--- src/rtl/cla6_pkg.sv ---
// Shared definitions for the 6-bit carry-lookahead adder self-test.
package cla6_pkg;

  localparam int VEC_W   = 13;
  localparam int RES_W   = 7;
  localparam int OP_W    = 6;
  localparam int NUM_VEC = 8192;

  typedef enum logic [1:0] {
    ST_IDLE = 2'd0,
    ST_RUN  = 2'd1,
    ST_DONE = 2'd2
  } state_t;

  // Golden 7-bit result {cout,sum} for a vector laid out as {cin,a,b}.
  function automatic logic [RES_W-1:0] golden_res(input logic [VEC_W-1:0] vec);
    logic [RES_W-1:0] a_x;
    logic [RES_W-1:0] b_x;
    logic [RES_W-1:0] c_x;
    a_x = {1'b0, vec[11:6]};
    b_x = {1'b0, vec[5:0]};
    c_x = {6'd0, vec[12]};
    return a_x + b_x + c_x;
  endfunction

endpackage

--- src/rtl/cla6_bist_chk.sv ---
// Combinational reference sum and compare against the adder under test.
module cla6_bist_chk
  import cla6_pkg::*;
(
  input  logic [VEC_W-1:0] vec,
  input  logic [OP_W-1:0]  s,
  input  logic             cout,
  output logic [RES_W-1:0] expected,
  output logic             mismatch
);

  // Expected result from the current vector, flagged when the adder disagrees.
  always_comb begin
    expected = golden_res(vec);
    mismatch = (expected != {cout, s});
  end

endmodule

--- src/rtl/cla6_bist.sv ---
// Exhaustive self-test sequencer for an external 6-bit adder.
//
//   state   | meaning
//   --------+--------------------------------------------------------------
//   ST_IDLE | waiting for start; results of an aborted sweep are held
//   ST_RUN  | sweeping {cin,a,b} 0..8191, each vector held WAIT_CYC cycles
//   ST_DONE | sweep complete; done=1, pass valid, held until next start
module cla6_bist
  import cla6_pkg::*;
#(
  parameter int WAIT_CYC = 1
) (
  input  logic              clk,
  input  logic              rst,
  input  logic              start,
  input  logic              abort,
  output logic [OP_W-1:0]   a_o,
  output logic [OP_W-1:0]   b_o,
  output logic              cin_o,
  input  logic [OP_W-1:0]   s_i,
  input  logic              cout_i,
  output logic              busy,
  output logic              done,
  output logic              pass,
  output logic [13:0]       err_cnt,
  output logic [VEC_W-1:0]  fail_vec,
  output logic [RES_W-1:0]  fail_res
);

  localparam logic [3:0]       HOLD_LD  = 4'(WAIT_CYC - 1);
  localparam logic [VEC_W-1:0] VEC_LAST = VEC_W'(NUM_VEC - 1);

  state_t             state_q;
  state_t             state_d;
  logic [VEC_W-1:0]   vec_q;
  logic [3:0]         hold_q;
  logic [13:0]        err_q;
  logic [VEC_W-1:0]   fvec_q;
  logic [RES_W-1:0]   fres_q;
  logic               clr;
  logic               smp;
  logic               adv;
  logic               mismatch;
  logic [RES_W-1:0]   expected;

  cla6_bist_chk u_chk (
    .vec      (vec_q),
    .s        (s_i),
    .cout     (cout_i),
    .expected (expected),
    .mismatch (mismatch)
  );

  // State register.
  always_ff @(posedge clk) begin
    if (rst) state_q <= ST_IDLE;
    else     state_q <= state_d;
  end

  // Next-state and control strobes; sampling happens when the hold timer hits zero.
  always_comb begin
    state_d = state_q;
    busy    = 1'b0;
    done    = 1'b0;
    clr     = 1'b0;
    smp     = 1'b0;
    adv     = 1'b0;
    case (state_q)
      ST_IDLE: begin
        if (start) begin
          state_d = ST_RUN;
          clr     = 1'b1;
        end
      end
      ST_RUN: begin
        busy = 1'b1;
        if (abort) begin
          state_d = ST_IDLE;
        end else if (hold_q == 4'd0) begin
          smp = 1'b1;
          if (vec_q == VEC_LAST) state_d = ST_DONE;
          else                   adv     = 1'b1;
        end
      end
      ST_DONE: begin
        done = 1'b1;
        if (start) begin
          state_d = ST_RUN;
          clr     = 1'b1;
        end
      end
      default: state_d = ST_IDLE;
    endcase
  end

  // Vector register and per-vector hold down-counter.
  always_ff @(posedge clk) begin
    if (rst) begin
      vec_q  <= '0;
      hold_q <= '0;
    end else if (clr) begin
      vec_q  <= '0;
      hold_q <= HOLD_LD;
    end else if (adv) begin
      vec_q  <= vec_q + 1'b1;
      hold_q <= HOLD_LD;
    end else if (busy && hold_q != 4'd0) begin
      hold_q <= hold_q - 1'b1;
    end
  end

  // Error count (saturating) and first-failure capture.
  always_ff @(posedge clk) begin
    if (rst || clr) begin
      err_q  <= '0;
      fvec_q <= '0;
      fres_q <= '0;
    end else if (smp && mismatch) begin
      if (err_q != '1) err_q <= err_q + 1'b1;
      if (err_q == '0) begin
        fvec_q <= vec_q;
        fres_q <= {cout_i, s_i};
      end
    end
  end

  assign cin_o    = vec_q[12];
  assign a_o      = vec_q[11:6];
  assign b_o      = vec_q[5:0];
  assign pass     = done && (err_q == '0);
  assign err_cnt  = err_q;
  assign fail_vec = fvec_q;
  assign fail_res = fres_q;

endmodule

--- config.mk ---
export PLATFORM = sky130hd
export DESIGN_NAME = cla6_bist
export DESIGN_NICKNAME = d
export VERILOG_FILES = /design/src/rtl/cla6_pkg.sv /design/src/rtl/cla6_bist_chk.sv /design/src/rtl/cla6_bist.sv
export SDC_FILE = /design/constraint.sdc
export NUM_CORES = 1
export LEC_CHECK = 0
export ABC_AREA = 0
export ABC_CLOCK_PERIOD_IN_PS = 7500
export BUFFER_PORTS_ARGS = -buffer_cell sky130_fd_sc_hd__buf_2
export CORE_MARGIN = 2
export CORE_UTILIZATION = 45
export DETAILED_ROUTE_END_ITERATION = 10
export GPL_ROUTABILITY_DRIVEN = 0
export PLACE_DENSITY = 0.74
export RECOVER_POWER = 50
export SLEW_MARGIN = 20
export SYNTH_ARGS = -nofsm -noshare
export SYNTH_HDL_FRONTEND = slang
export SYNTH_HIERARCHICAL = 1
export SYNTH_SLANG_ARGS = --single-unit
export TNS_END_PERCENT = 10
--- constraint.sdc ---
create_clock -name clk -period 7.5 [get_ports clk]
set_input_delay 0.375 -clock clk [delete_from_list [all_inputs] [get_ports clk]]
set_output_delay 0.375 -clock clk [all_outputs]
set_load 0.02 [all_outputs]
; ---- Yosys cells after proc, flatten, opt, wreduce, memory -nomap -nowiden
; Cells that the tools add are included.
[word_totals]
register_bits = 53
latchBits = 0
ramBits = 0
rom_bits = 0
input_bits = 11
out_inout_bits = 50
wordCells = 49
memories = 0
[classes]
addsub = 5
mul = 0
n_div = 0
magnitude_cmp = 0
n_eq_ne = 8
n_shift = 0
mux = 16
bitwise_logic = 0
n_reduce_logical = 14
[op_table]
columns = cell, count
row1 = adder 14 x 1 -> 14 bit (second input constant), 1
row2 = logical NOT 14 bit, 1
row3 = inequality test 14 bit (second input constant), 1
row4 = adder 13 x 1 -> 13 bit (second input constant), 1
row5 = equality test 13 bit (second input constant), 1
row6 = 2-to-1 mux 1 bit, 11
row7 = 2-to-1 mux 2 bit, 4
row8 = adder 6 x 6 -> 7 bit, 1
row9 = adder 7 x 1 -> 7 bit, 1
row10 = inequality test 7 bit, 1
row11 = inequality test 3 bit (second input constant), 2
row12 = logical NOT 4 bit, 1
row13 = one-hot mux 2 bit (2 select lines), 1
row14 = AND reduction 2 bit, 2
row15 = nonzero test 4 bit, 1
row16 = OR reduction 2 bit, 2
row17 = subtractor 4 x 1 -> 4 bit (second input constant), 1
row18 = logical AND 1 bit, 3
row19 = AND reduction 3 bit, 1
row20 = OR reduction 3 bit, 1
row21 = equality test 2 x 1 -> 1 bit (second input constant), 1
row22 = equality test 2 bit (second input constant), 1
row23 = logical NOT 2 bit, 1
row24 = inequality test 2 x 1 -> 1 bit (second input constant), 1
row25 = logical OR 1 bit, 1

; ---- Logic depth before layout (Yosys ltp)
[depth]
word_depth = 6
ltp_mapped = 13
depth_no_buf = 12

; ---- Cells and area by module
; Netlist, hierarchy kept.
[by_module_without_submodules]
columns = module, instances, cells_each, area_per_inst_um2, seq_area_each_um2
row1 = cla6_bist, 1, 309, 2529.9, 1061.0
row2 = cla6_bist_chk, 1, 55, 399.1, 0.0

; ---- Least setup slack after synthesis
; No wires, ideal clock.
[synth_timing]
kind = register -> register
start = reg vec_q[0]
end = reg err_q[7], in the netlist err_cnt[7]
setup_ns = 0.070
arrival_time_ns = 2.932
slack_ns = 4.497
path_stages_with_launch = 13
period_less_slack_ns = 3.003
path_cell_list = dfxtp_1 fa_1 inv_1 fa_1 nor2b_1 o31a_1 a32o_1 nor4_2 nand4_1 and4bb_2 nand3_1 or4_1 a21oi_1
[synth_between]
elab_chain_len = 5
[synth_lines]
columns = element, line
row1 = start: declaration, cla6_bist.sv:35  ; logic [VEC_W-1:0] vec_q;
row2 = start signal: assignment, cla6_bist.sv:105  ; vec_q <= vec_q + 1'b1;
row3 = adder 6 x 6 -> 7 bit, cla6_pkg.sv:23  ; return a_x + b_x + c_x;
row4 = adder 7 x 1 -> 7 bit, cla6_pkg.sv:23
row5 = inequality test 7 bit, cla6_bist_chk.sv:15  ; mismatch = (expected != {cout, s});
row6 = net mismatch, cla6_bist.sv:43  ; logic mismatch;
row7 = logical AND 1 bit, cla6_bist.sv:118  ; end else if (smp && mismatch) begin
row8 = AND reduction 2 bit (no line), --
row9 = end signal: assignment, cla6_bist.sv:119  ; if (err_q != '1) err_q <= err_q + 1'b1;
row10 = end: declaration, cla6_bist.sv:37  ; logic [13:0] err_q;
; The timed path passes the listed nets, and every way through them passes these cells.
; A chain may end at the register's enable or synchronous reset.

; ---- Final worst setup path
[layout_timing]
start = reg vec_q[0]
end = reg fvec_q[8], in the netlist fail_vec[8]
[layout_between]
elab_chain_len = 5
[layout_lines]
columns = element, line
row1 = adder 6 x 6 -> 7 bit, cla6_pkg.sv:23
row2 = adder 7 x 1 -> 7 bit, cla6_pkg.sv:23
row3 = inequality test 7 bit, cla6_bist_chk.sv:15
row4 = net mismatch, cla6_bist.sv:43
row5 = logical AND 1 bit, cla6_bist.sv:118
row6 = AND reduction 2 bit (no line), --
row7 = end signal: assignment, cla6_bist.sv:121  ; fvec_q <= vec_q;
row8 = end: declaration, cla6_bist.sv:38  ; logic [VEC_W-1:0] fvec_q;
; The timed path passes the listed nets, and every way through them passes these cells.

==> out/qor_table.md <==
| Parameter | Value | Unit |
|:---|:---|:---|
| Run status | completed | - |
| Synthesis-to-finish area growth | 12.72 | % |
| Antenna Diode Count | 0 | - |
| Maximum resistive drop on vdd | 0.00008635 | V |
| Most frequent CP cell | sky130_fd_sc_hd__fa_1 | - |
| Minimum setup slack among reg-to-reg paths | 4.05 | ns |
| Cell Pwr Density | 159.8 | nW/um2 |
| Routed via count divided by cell count | 6.037 | - |
| Routed wire length per instance | 15.74 | um |
| Worst-Margin Slew | 0.9664 | ns |
| Minimum period implied by the final worst setup slack | 3.448 | ns |
| I/O Pins | 61 | - |
| Initial antenna violation count | 0 | - |
| Post-route fraction of the period consumed by the critical path | 45.97 | % |
| Count of buffers inserted at the top-level ports | 60 | - |
| Final setup margin | 4.052 | ns |
| Delay of the slowest cell on the worst path | 0.47 | ns |
| Largest net degree at the start of global routing | 41 | - |
| Total number of vias | 2910 | - |
| DRC Markers | 0 | - |
| Number of warnings issued by yosys | 6 | - |
| Std-Cell Rows | 29 | - |
| Avg Cell Area, Syn | 8.098 | um2 |
| Pre-CTS setup slack | 4.128 | ns |
| Number of routed nets with antenna violations | 0 | - |
| Total iterations of the first detailed-routing run | 5 | - |
| Worst Setup Start Kind | register | - |
| Sum of overflow across all layers after global routing | 0 | - |
| NumNets Final | 426 | - |
| Crit path kind | register to register | - |
| Post-layout instance area | 3249 | um2 |
| Core Util, Final | 51.76 | % |
| H-tree depth reported by CTS | 2 | - |
| Total GRT Usage | 21.53 | % |
| RSZ-0062 raised after global routing | no | - |
| Fillers | 667 | - |
| CTS tree | yes | - |
| CTS-repair resized insts | 0 | - |
| Instance count of the mapped netlist | 356 | - |
| Worst rel slew slack | 34.98 | % |
| HP Class | input port to register | - |
| Total detailed-routing wirelength | 7.585 | mm |
| Area of the die | 7063 | um2 |
| Max clock buf depth | 2 | - |
| Number of sinks driven by the clock tree | 53 | - |
| Clock-pin transition on the worst setup and hold timing paths | 0.09 | ns |
| Origin of the worst setup path | vec_q[0] | - |
| Total setup buffers inserted after CTS | 0 | - |
| Total negative slack for setup checks | 0 | ns |
| Summed instance area of the synthesized netlist | 2883 | um2 |
| Placed cell area | 3207 | um2 |
| Most frequent cells in the layout | 53 x sky130_fd_sc_hd__dfxtp_1, 50 x sky130_fd_sc_hd__clkbuf_1, 43 x sky130_fd_sc_hd__a21oi_1 | - |
| Final std cells w/o fill | 482 | - |
| Count of final hold-check violations | 0 | - |
| Launch point of the worst reg-to-reg path | vec_q[0] | - |
| Max-cap violations | 0 | - |
| Placeable core region | 6277 | um2 |
| Die height | 84.04 | um |
| Number of cells in the design after placement | 474 | - |
| Share of final-layout standard cells stronger than drive strength 1 | 6.173 | % |
| Achievable clock frequency | 290.1 | MHz |
| Number of clock buffers inserted by TritonCTS | 5 | - |
| Overall die width | 84.04 | um |
| Leakage power of the design | 1.049 | nW |
| Effective utilization at floorplan | 45.92 | % |
| First DRT Iteration DRCs | 288 | - |
| Data arrival, critical path | 3.67 | ns |
| CTS Root Cell | sky130_fd_sc_hd__clkbuf_8 | - |
| Top fanout value on the critical path | 22 | - |
| Cells along the critical path | fa_1 -> inv_1 -> fa_1 -> nor2b_1 -> o31a_1 -> a32o_1 -> nor4_2 -> nand4_1 -> and4bb_2 -> nand2_1 -> o21ai_0 -> a21oi_1 | - |
| Cell at the slowest stage of the critical path | sky130_fd_sc_hd__nand2_1 | - |
| Wire length of the first global-routing pass | 12.45 | mm |
| Number of nets in the synthesized netlist | 378 | - |
| Final HPWL from detailed placement | 5.313 | mm |
| Final setup violating endpoints | 0 | - |
| Clock insertion delay at the later pin of the skew report | 0.31 | ns |
| Count of hold buffers inserted by post-cts repair | 0 | - |
| Max Clock Skew | 0.009518 | ns |
| Worst Path Required | 7.73 | ns |
| Final slew viol count | 0 | - |
| Via count of the first global-routing pass | 2507 | - |
| Crit end category | register | - |
| Hold path start | rst | - |
| Most common cell after layout, fill and taps aside | sky130_fd_sc_hd__dfxtp_1 | - |
## state kept, by name, summed over array words and instances, names as in the netlist
register and cells:
fail_res 7, vec_q 13, hold_q 4, state_q 2
fail_vec 13, err_cnt 14
## through the flow
stage / hold WS [ns] / power (mW)
floorplan: 0.4474 / 0.3135
global placement: 0.4588 / 0.3233
detailed placement: 0.4666 / 0.3236
CTS: 0.2885 / 0.5219
global route: 0.3134 / 0.5380
finish: 0.2929 / 0.5191
## path summary, 6_finish.rpt
check / end / cells past startpoint
setup / recovery: fail_vec[8] / 12
setup reg to reg: fail_vec[8] / 12
hold / removal: state_q[1] / 2
hold reg to reg: fail_vec[11] / 2
## critical path, delay by kind of cell (launching register included)
family / cells / cell delay [ns]
and+or+nand+nor: 5 / 1.27
AOI/OAI and AO/OA: 4 / 0.94
buffers and inverters: 1 / 0.08
adders and majority gates: 2 / 0.67
DFF: 1 / 0.41
## power by group
| group | internal, mW | switching, mW |
|---|---|---|
| Clock | 0.109 | 0.0934 |
| Combinational | 0.00920 | 0.0232 |
| Sequential | 0.283 | 0.00165 |
## final cells by class
type | instances | area, um2 | area share (%)
timing repair buffer | 60 | 239.0 | 7.355
multi-input combinational | 271 | 1688 | 51.94
clock inverter | 1 | 30.03 | 0.9241
inverter | 13 | 48.80 | 1.502
tap | 77 | 96.34 | 2.965
clock buffer | 7 | 86.33 | 2.657
sequential | 53 | 1061 | 32.65
## metal layers
| layer | routed length, um | up-vias | track usage [%] |
|---|---|---|---|
| met1 | 3580 | 1357 | 31.49 |
| met5 | 0 | - | 0 |
| met3 | 516 | 16 | 3.561 |
| li1 | - | 1418 | - |
| met2 | 3346 | 119 | 31.82 |
| met4 | 142 | 0 | 7.625 |
Power figures use the tool's default switching activity.
